### src/rtl/dsi_lp_handover.sv
// dsi_lp_handover: arbitrates the DSI LP pads between the MIPI PHY and
// software-driven LP signals. Every ownership change waits for the outgoing
// source to reach LP-11, then holds LP-11 for a guard time before the new
// source takes over. Pad outputs are always registered.
module dsi_lp_handover #(
  parameter int LANES         = 2,
  parameter int GUARD_CYCLES  = 64,
  parameter int DRAIN_TIMEOUT = 1024
) (
  input  logic             clk,
  input  logic             nreset,
  input  logic             req_sel,
  input  logic             err_clr,
  input  logic             sw_lp_cp,
  input  logic             sw_lp_cn,
  input  logic [LANES-1:0] sw_lp_dp,
  input  logic [LANES-1:0] sw_lp_dn,
  input  logic             phy_lp_cp,
  input  logic             phy_lp_cn,
  input  logic [LANES-1:0] phy_lp_dp,
  input  logic [LANES-1:0] phy_lp_dn,
  output logic             lp_cp,
  output logic             lp_cn,
  output logic [LANES-1:0] lp_dp,
  output logic [LANES-1:0] lp_dn,
  output logic             owner,
  output logic             busy,
  output logic             err_timeout
);

  localparam int MAXC = (GUARD_CYCLES > DRAIN_TIMEOUT) ? GUARD_CYCLES : DRAIN_TIMEOUT;
  localparam int CW   = (MAXC > 1) ? $clog2(MAXC) : 1;
  localparam int W    = 2 + 2 * LANES;

  localparam logic [CW-1:0] GUARD_LOAD = CW'(GUARD_CYCLES - 1);
  localparam logic [CW-1:0] DRAIN_LOAD = CW'(DRAIN_TIMEOUT - 1);

  typedef enum logic [1:0] {
    PHY   = 2'd0,
    SW    = 2'd1,
    DRAIN = 2'd2,
    STOP  = 2'd3
  } state_t;

  state_t        state, state_nx;
  logic          target, target_nx;
  logic          owner_nx;
  logic [CW-1:0] cnt, cnt_nx;
  logic          err_set;
  logic [W-1:0]  lp_q, lp_nx;

  logic [W-1:0] phy_bus, sw_bus;
  logic         phy_idle, sw_idle, owner_idle;

  assign phy_bus    = {phy_lp_cp, phy_lp_cn, phy_lp_dp, phy_lp_dn};
  assign sw_bus     = {sw_lp_cp, sw_lp_cn, sw_lp_dp, sw_lp_dn};
  assign phy_idle   = &phy_bus;
  assign sw_idle    = &sw_bus;
  assign owner_idle = owner ? sw_idle : phy_idle;

  assign busy        = (state == DRAIN) || (state == STOP);
  assign lp_cp       = lp_q[W-1];
  assign lp_cn       = lp_q[W-2];
  assign lp_dp       = lp_q[2*LANES-1:LANES];
  assign lp_dn       = lp_q[LANES-1:0];

  // Handover sequencing: steady owner -> optional drain -> LP-11 guard -> new owner
  always_comb begin
    state_nx  = state;
    target_nx = target;
    owner_nx  = owner;
    cnt_nx    = cnt;
    err_set   = 1'b0;
    case (state)
      PHY, SW: begin
        if (req_sel != owner) begin
          target_nx = req_sel;
          if (owner_idle) begin
            state_nx = STOP;
            cnt_nx   = GUARD_LOAD;
          end else begin
            state_nx = DRAIN;
            cnt_nx   = DRAIN_LOAD;
          end
        end
      end
      DRAIN: begin
        if (req_sel == owner) begin
          state_nx = owner ? SW : PHY;
        end else if (owner_idle) begin
          state_nx = STOP;
          cnt_nx   = GUARD_LOAD;
        end else if (cnt == '0) begin
          state_nx = STOP;
          cnt_nx   = GUARD_LOAD;
          err_set  = 1'b1;
        end else begin
          cnt_nx = cnt - CW'(1);
        end
      end
      STOP: begin
        if (cnt == '0) begin
          owner_nx = target;
          state_nx = target ? SW : PHY;
        end else begin
          cnt_nx = cnt - CW'(1);
        end
      end
      default: begin
        state_nx = STOP;
        cnt_nx   = GUARD_LOAD;
      end
    endcase
  end

  // Pad source selection; the guard state forces LP-11 on every line
  always_comb begin
    lp_nx = phy_bus;
    case (state)
      PHY:     lp_nx = phy_bus;
      SW:      lp_nx = sw_bus;
      DRAIN:   lp_nx = owner ? sw_bus : phy_bus;
      STOP:    lp_nx = '1;
      default: lp_nx = '1;
    endcase
  end

  // Control registers; reset parks the block in the guard phase heading to the PHY
  always_ff @(posedge clk or negedge nreset) begin
    if (!nreset) begin
      state  <= STOP;
      target <= 1'b0;
      owner  <= 1'b0;
      cnt    <= GUARD_LOAD;
    end else begin
      state  <= state_nx;
      target <= target_nx;
      owner  <= owner_nx;
      cnt    <= cnt_nx;
    end
  end

  // Registered pad outputs so no input ever reaches the pads combinationally
  always_ff @(posedge clk or negedge nreset) begin
    if (!nreset) begin
      lp_q <= '1;
    end else begin
      lp_q <= lp_nx;
    end
  end

  // Sticky drain-timeout flag; a new timeout beats a simultaneous clear
  always_ff @(posedge clk or negedge nreset) begin
    if (!nreset) begin
      err_timeout <= 1'b0;
    end else if (err_set) begin
      err_timeout <= 1'b1;
    end else if (err_clr) begin
      err_timeout <= 1'b0;
    end
  end

endmodule

### config.mk
export PLATFORM = sky130hd
export DESIGN_NAME = dsi_lp_handover
export DESIGN_NICKNAME = d
export VERILOG_FILES = /design/src/rtl/dsi_lp_handover.sv
export SDC_FILE = /design/constraint.sdc
export NUM_CORES = 1
export LEC_CHECK = 0
export BUFFER_PORTS_ARGS = -buffer_cell sky130_fd_sc_hd__buf_2
export CAP_MARGIN = 25
export CORE_UTILIZATION = 48
export DETAILED_ROUTE_END_ITERATION = 10
export GPL_TIMING_DRIVEN = 0
export PLACE_DENSITY_LB_ADDON = 0.15
export RECOVER_POWER = 100
export SETUP_SLACK_MARGIN = 0.5
export SLEW_MARGIN = 20
export SYNTH_ARGS = -nofsm -noshare
export SYNTH_HDL_FRONTEND = slang
export SYNTH_SLANG_ARGS = --single-unit
### constraint.sdc
create_clock -name clk -period 4.2 [get_ports clk]
set_input_delay 0.63 -clock clk [delete_from_list [all_inputs] [get_ports clk]]
set_output_delay 0.63 -clock clk [all_outputs]
set_load 0.05 [all_outputs]
-- Word level (Yosys, flattened, before mapping)
Cells that the tools add are included.
- multiplexer cells: 25
- reduce and logical (&&, ||, !) cells: 11
- add/sub/neg operators: 1
- eq/ne operators: 10
- operator list (operator ; count):
    2-to-1 mux 10 bit ; 6
    one-hot mux 10 bit (3 select lines) ; 1
    one-hot mux 6 bit (4 select lines) ; 1
    AND reduction 6 bit ; 2
    logical NOT 10 bit ; 1
    2-to-1 mux 1 bit ; 10
    2-to-1 mux 2 bit ; 5
    subtractor 10 x 1 -> 10 bit, second input constant ; 1
    2-to-1 mux 6 bit ; 1
    != test 2 bit, second input constant ; 3
    one-hot mux 2 bit (3 select lines) ; 1
    AND reduction 3 bit ; 2
    equality test 2 bit, second input constant ; 2
    != test 4 x 2 -> 1 bit, second input constant ; 1
    AND reduction 2 bit ; 2
    equality test 2 x 1 -> 1 bit, second input constant ; 1
    logical NOT 2 bit ; 1
    != test 2 x 1 -> 1 bit, second input constant ; 1
    nonzero test 2 bit ; 1
    OR reduction 2 bit ; 1
    equality test 1 bit ; 1
    logical OR 1 bit ; 1
    != test 1 bit ; 1
- logic and storage cells: 53
- bits in registers: 21

-- Longest topological paths before layout
- depth in word-level cells: 6
- mapped depth: 9
- gate-level depth less buffers: 9

-- Least setup slack after synthesis
OpenSTA, ideal clock, no wires.
- path type: flip-flop to flip-flop
- from: register owner
- to: register cnt[5]
- cell stages (with the launch flop): 7
- data required time: 4121 ps
- path buffers: 0
- arrival time: 1901 ps
- path slack: 2220 ps
- cell sequence: dfrtp_1 inv_1 ha_1 o221ai_1 a21oi_2 nand2_1 a22o_1
- longest elaborated chain between the ends: 4
- elaborated cells on any way between the ends: 9
- RTL lines (what ; RTL line ; text):
    start, declared ; 26 ; output logic owner,
    start signal, assigned ; 138 ; owner <= owner_nx;
    2-to-1 mux 1 bit ; 59 ; assign owner_idle = owner ? sw_idle : phy_idle;
    2-to-1 mux 10 bit ; 90 ; end else if (owner_idle) begin
    2-to-1 mux 10 bit ; 88 ; if (req_sel == owner) begin
    one-hot mux 10 bit (3 select lines) ; 74 ; case (state)
    end signal, assigned ; 139 ; cnt <= cnt_nx;
    end, declared ; 48 ; logic [CW-1:0] cnt, cnt_nx;
Parallel ways exist; a longest one is shown, timed or not. The select of a mux whose other input is x is not followed.
A chain may end at the register's enable or synchronous reset.

-- Final worst setup path
- from: register cnt[0]
- to: register cnt[7]
- longest elaborated chain between the ends: 5
- elaborated cells on any way between the ends: 9
- RTL lines (what ; RTL line ; text):
    subtractor 10 x 1 -> 10 bit or logical NOT 10 bit (tied branches) ; n/a ;
    2-to-1 mux 10 bit ; 93 ; end else if (cnt == '0) begin
    2-to-1 mux 10 bit ; 90 ;
    2-to-1 mux 10 bit ; 88 ;
    one-hot mux 10 bit (3 select lines) ; 74 ;
Parallel ways exist; a longest one is shown, timed or not. The select of a mux whose other input is x is not followed.

==> reports/metrics.cfg <==
[status]
run_status = complete, no violations

[global_route]
grt-busiest-layer = met2
grt_pass1_wl_um = 4690
grt_use_met3_pct = 3.16
globalRouteOverflowTotal = 0
antenna_found_initial = 0
track_usage_pct = 22.9
met1_usage_pct = 31.6
met2_usage_pct = 37.1
grt_pass1_vias = 1004
grt_start_max_net_pins = 22

[timing]
fin_crit_sh_pct = 66.5
period_minus_slack_ns = 2.79
slew_viol_final = 0
worstMarginPinSlew_ns = 1.09
finalSetupTns_ns = 0
fmax_mhz = 358
worst_hold_slack_ns = 0.492
hold_viol_final = 0
skew_ns = 0.0164
rsz0062_at_grt = no
setup_viol_count_final = 0
max_slew_margin_pct = 27.2

[clocking]
path_clk_slew_ns = 0.13
cts_resized = 0
clock-sinks = 21
tritoncts = built
cts_made_buffers = 3
cts-root-buf = clkbuf_4
cts_hold_buf = 0
cts_buffer_depth = 2
cts_setup_buffers = 0
h-tree-depth = 1
clk_latency_ns = 0.30

[detailed_routing]
vias_per_cell = 5.79
post-route-drc-count = 0
wl_um = 2660
drtPass1Iterations = 4
vias = 1071
drt-initial-drc-count = 30
postRouteAntennaNets = 0
routedWlPerCell_um = 14.4

[logic_synthesis]
synth_edf_count = 0
syn_area_per_cell_um2 = 9.98
syn_inst = 127
yosys_warnings = 0
ys_types = 46
ys_seq_area_share_pct = 42.8
synth_area_um2 = 1270
synth_ff_type = dfstp_2
synth_nets = 146
ys_ff_latch = 21
synthArstFlopShare_pct = 100

[worst_setup_path]
critical_path.max_stage_delay_ns = 0.57
path_class = flip-flop to flip-flop
worstPathMaxFanout = 7
crit_required_ns = 4.42
arrival_ns = 3.02
r2r_setup_slack_ns = 1.41
critPathSlowestCell = nor4b_1
startpoint_type = flip-flop
path_cells = inv_1 -> ha_1 -> nor4b_1 -> nand4_2 -> o21ai_0 -> clkinvlp_2 -> nand2_1 -> o31ai_1 -> o21ai_1
cp-end-kind = flip-flop

[power_and_ir_drop]
p_leak_nw = 0.599
power_mw = 0.836
p_per_area_nw_per_um2 = 591
vdd_drop_max_mv = 0.357

[layout]
fin_area_um2 = 1410
final_common_cell = buf_2
regArea_um2 = 543
postLayoutCoreUtil_pct = 57.1
fillerInstances = 257
drive_above_1_share_pct = 28.4
syn2layout_area_growth_pct = 11.6
final_cell_mix = buf_2, nor2_1, dfstp_2, clkbuf_1
num-nets-final = 175
multi_input_area_um2 = 638
antenna_cells = 0

[floorplan]
die_w_um = 53.4
ios = 25
die_y_um = 53.4
start_util_pct = 51.2
core_um2 = 2480
fp.dieArea_um2 = 2850
core.rowCount = 18

[hold_path]
hp-class = primary input to async pin

[placed_design]
io_buffer_count = 24
dp_hpwl_um = 2010
gp_congestion = 0.792
place_area_um2 = 1430

[job]
drv_cap = 0

cells in the mapped netlist, drive strengths merged (2+ instances only):
cell type	number	area share (%)
dfstp	14	29
nand3	7	3.2
o21a	2	1.2
inv	8	2.6
clkbuf	2	1.4
nand2	9	2.9
nand2b	2	0.99
mux2i	6	4.7
a21oi	10	4.2
nand3b	2	1.2
dfrtp	7	14
nor4b	2	3.1
nand4	6	3.5
a31o	2	1.4
nor3	2	1.7
ha	3	3.0
nor2	13	3.9
o21ai	10	4.5
a31oi	3	1.5
layer usage:
metal	part of all wire, %	routed length (um)	vias up
li1	-	-	527
met1	48	1270	522
met2	49	1290	20
met3	3.0	81	2
met4	0.56	15	0
met5	0	0	-
flip-flops by register name, indices dropped and copies added (netlist names):
signal	cells
cnt	10
err_timeout	1
lp_q	6
owner	1
state	2
target	1
worst max-delay path: cells and delay by family (launching register included):
family                   cells  cell delay [ns]
AO/OA/AOI/OAI                3             0.59
flip-flops                   1             0.41
adder cells (fa/ha/maj)      1             0.15
AND/OR/NAND/NOR              3             0.96
buffers and inverters        2             0.60
report_power, final:
group | internal, mW | total [mW] | switching (mW) | leakage (nW)
Combinational | 0.120 | 0.365 | 0.245 | 0.349
Clock | 0.0354 | 0.0968 | 0.0614 | 0.0177
Sequential | 0.310 | 0.375 | 0.0652 | 0.232
stage by stage:
step	worst slack, ns	std cells
finish	1.41	185
global route	1.06	185
CTS	2.23	185
detailed placement	1.99	181
global placement	1.98	181
floorplan	2.22	127
area by class of cell:
| type | instances | share of cell area [%] |
|---|---|---|
| sequential | 21 | 38.4 |
| inverter | 8 | 2.21 |
| tap | 30 | 2.65 |
| timing repair buffer | 24 | 7.61 |
| clock buffer | 3 | 1.59 |
| clock inverter | 1 | 0.354 |
| multi-input combinational | 95 | 45.1 |
| buffer | 3 | 2.04 |
logic make-up (layout without fill, tap and decap cells):
| logic type | Yosys count | count (layout) | synth area share (%) |
|---|---|---|---|
| DFF | 21 | 21 | 42.8 |
| adders and majority gates | 3 | 3 | 2.96 |
| muxes | 7 | 7 | 5.63 |
| and+or+nand+nor | 47 | 47 | 22.6 |
| buffers and inverters | 11 | 39 | 4.84 |
| AOI/OAI and AO/OA | 38 | 38 | 21.1 |
worst paths after layout:
kind                       startpoint  endpoint  cells after the start
max in group asynchronous      nreset     owner                      1
min reg2reg                    target    target                      2
min                            nreset    cnt[8]                      1
max reg2reg                    cnt[0]    cnt[7]                      9
min in group clk               target    target                      2
max                            cnt[0]    cnt[7]                      9
Power figures use the tool's default switching activity.
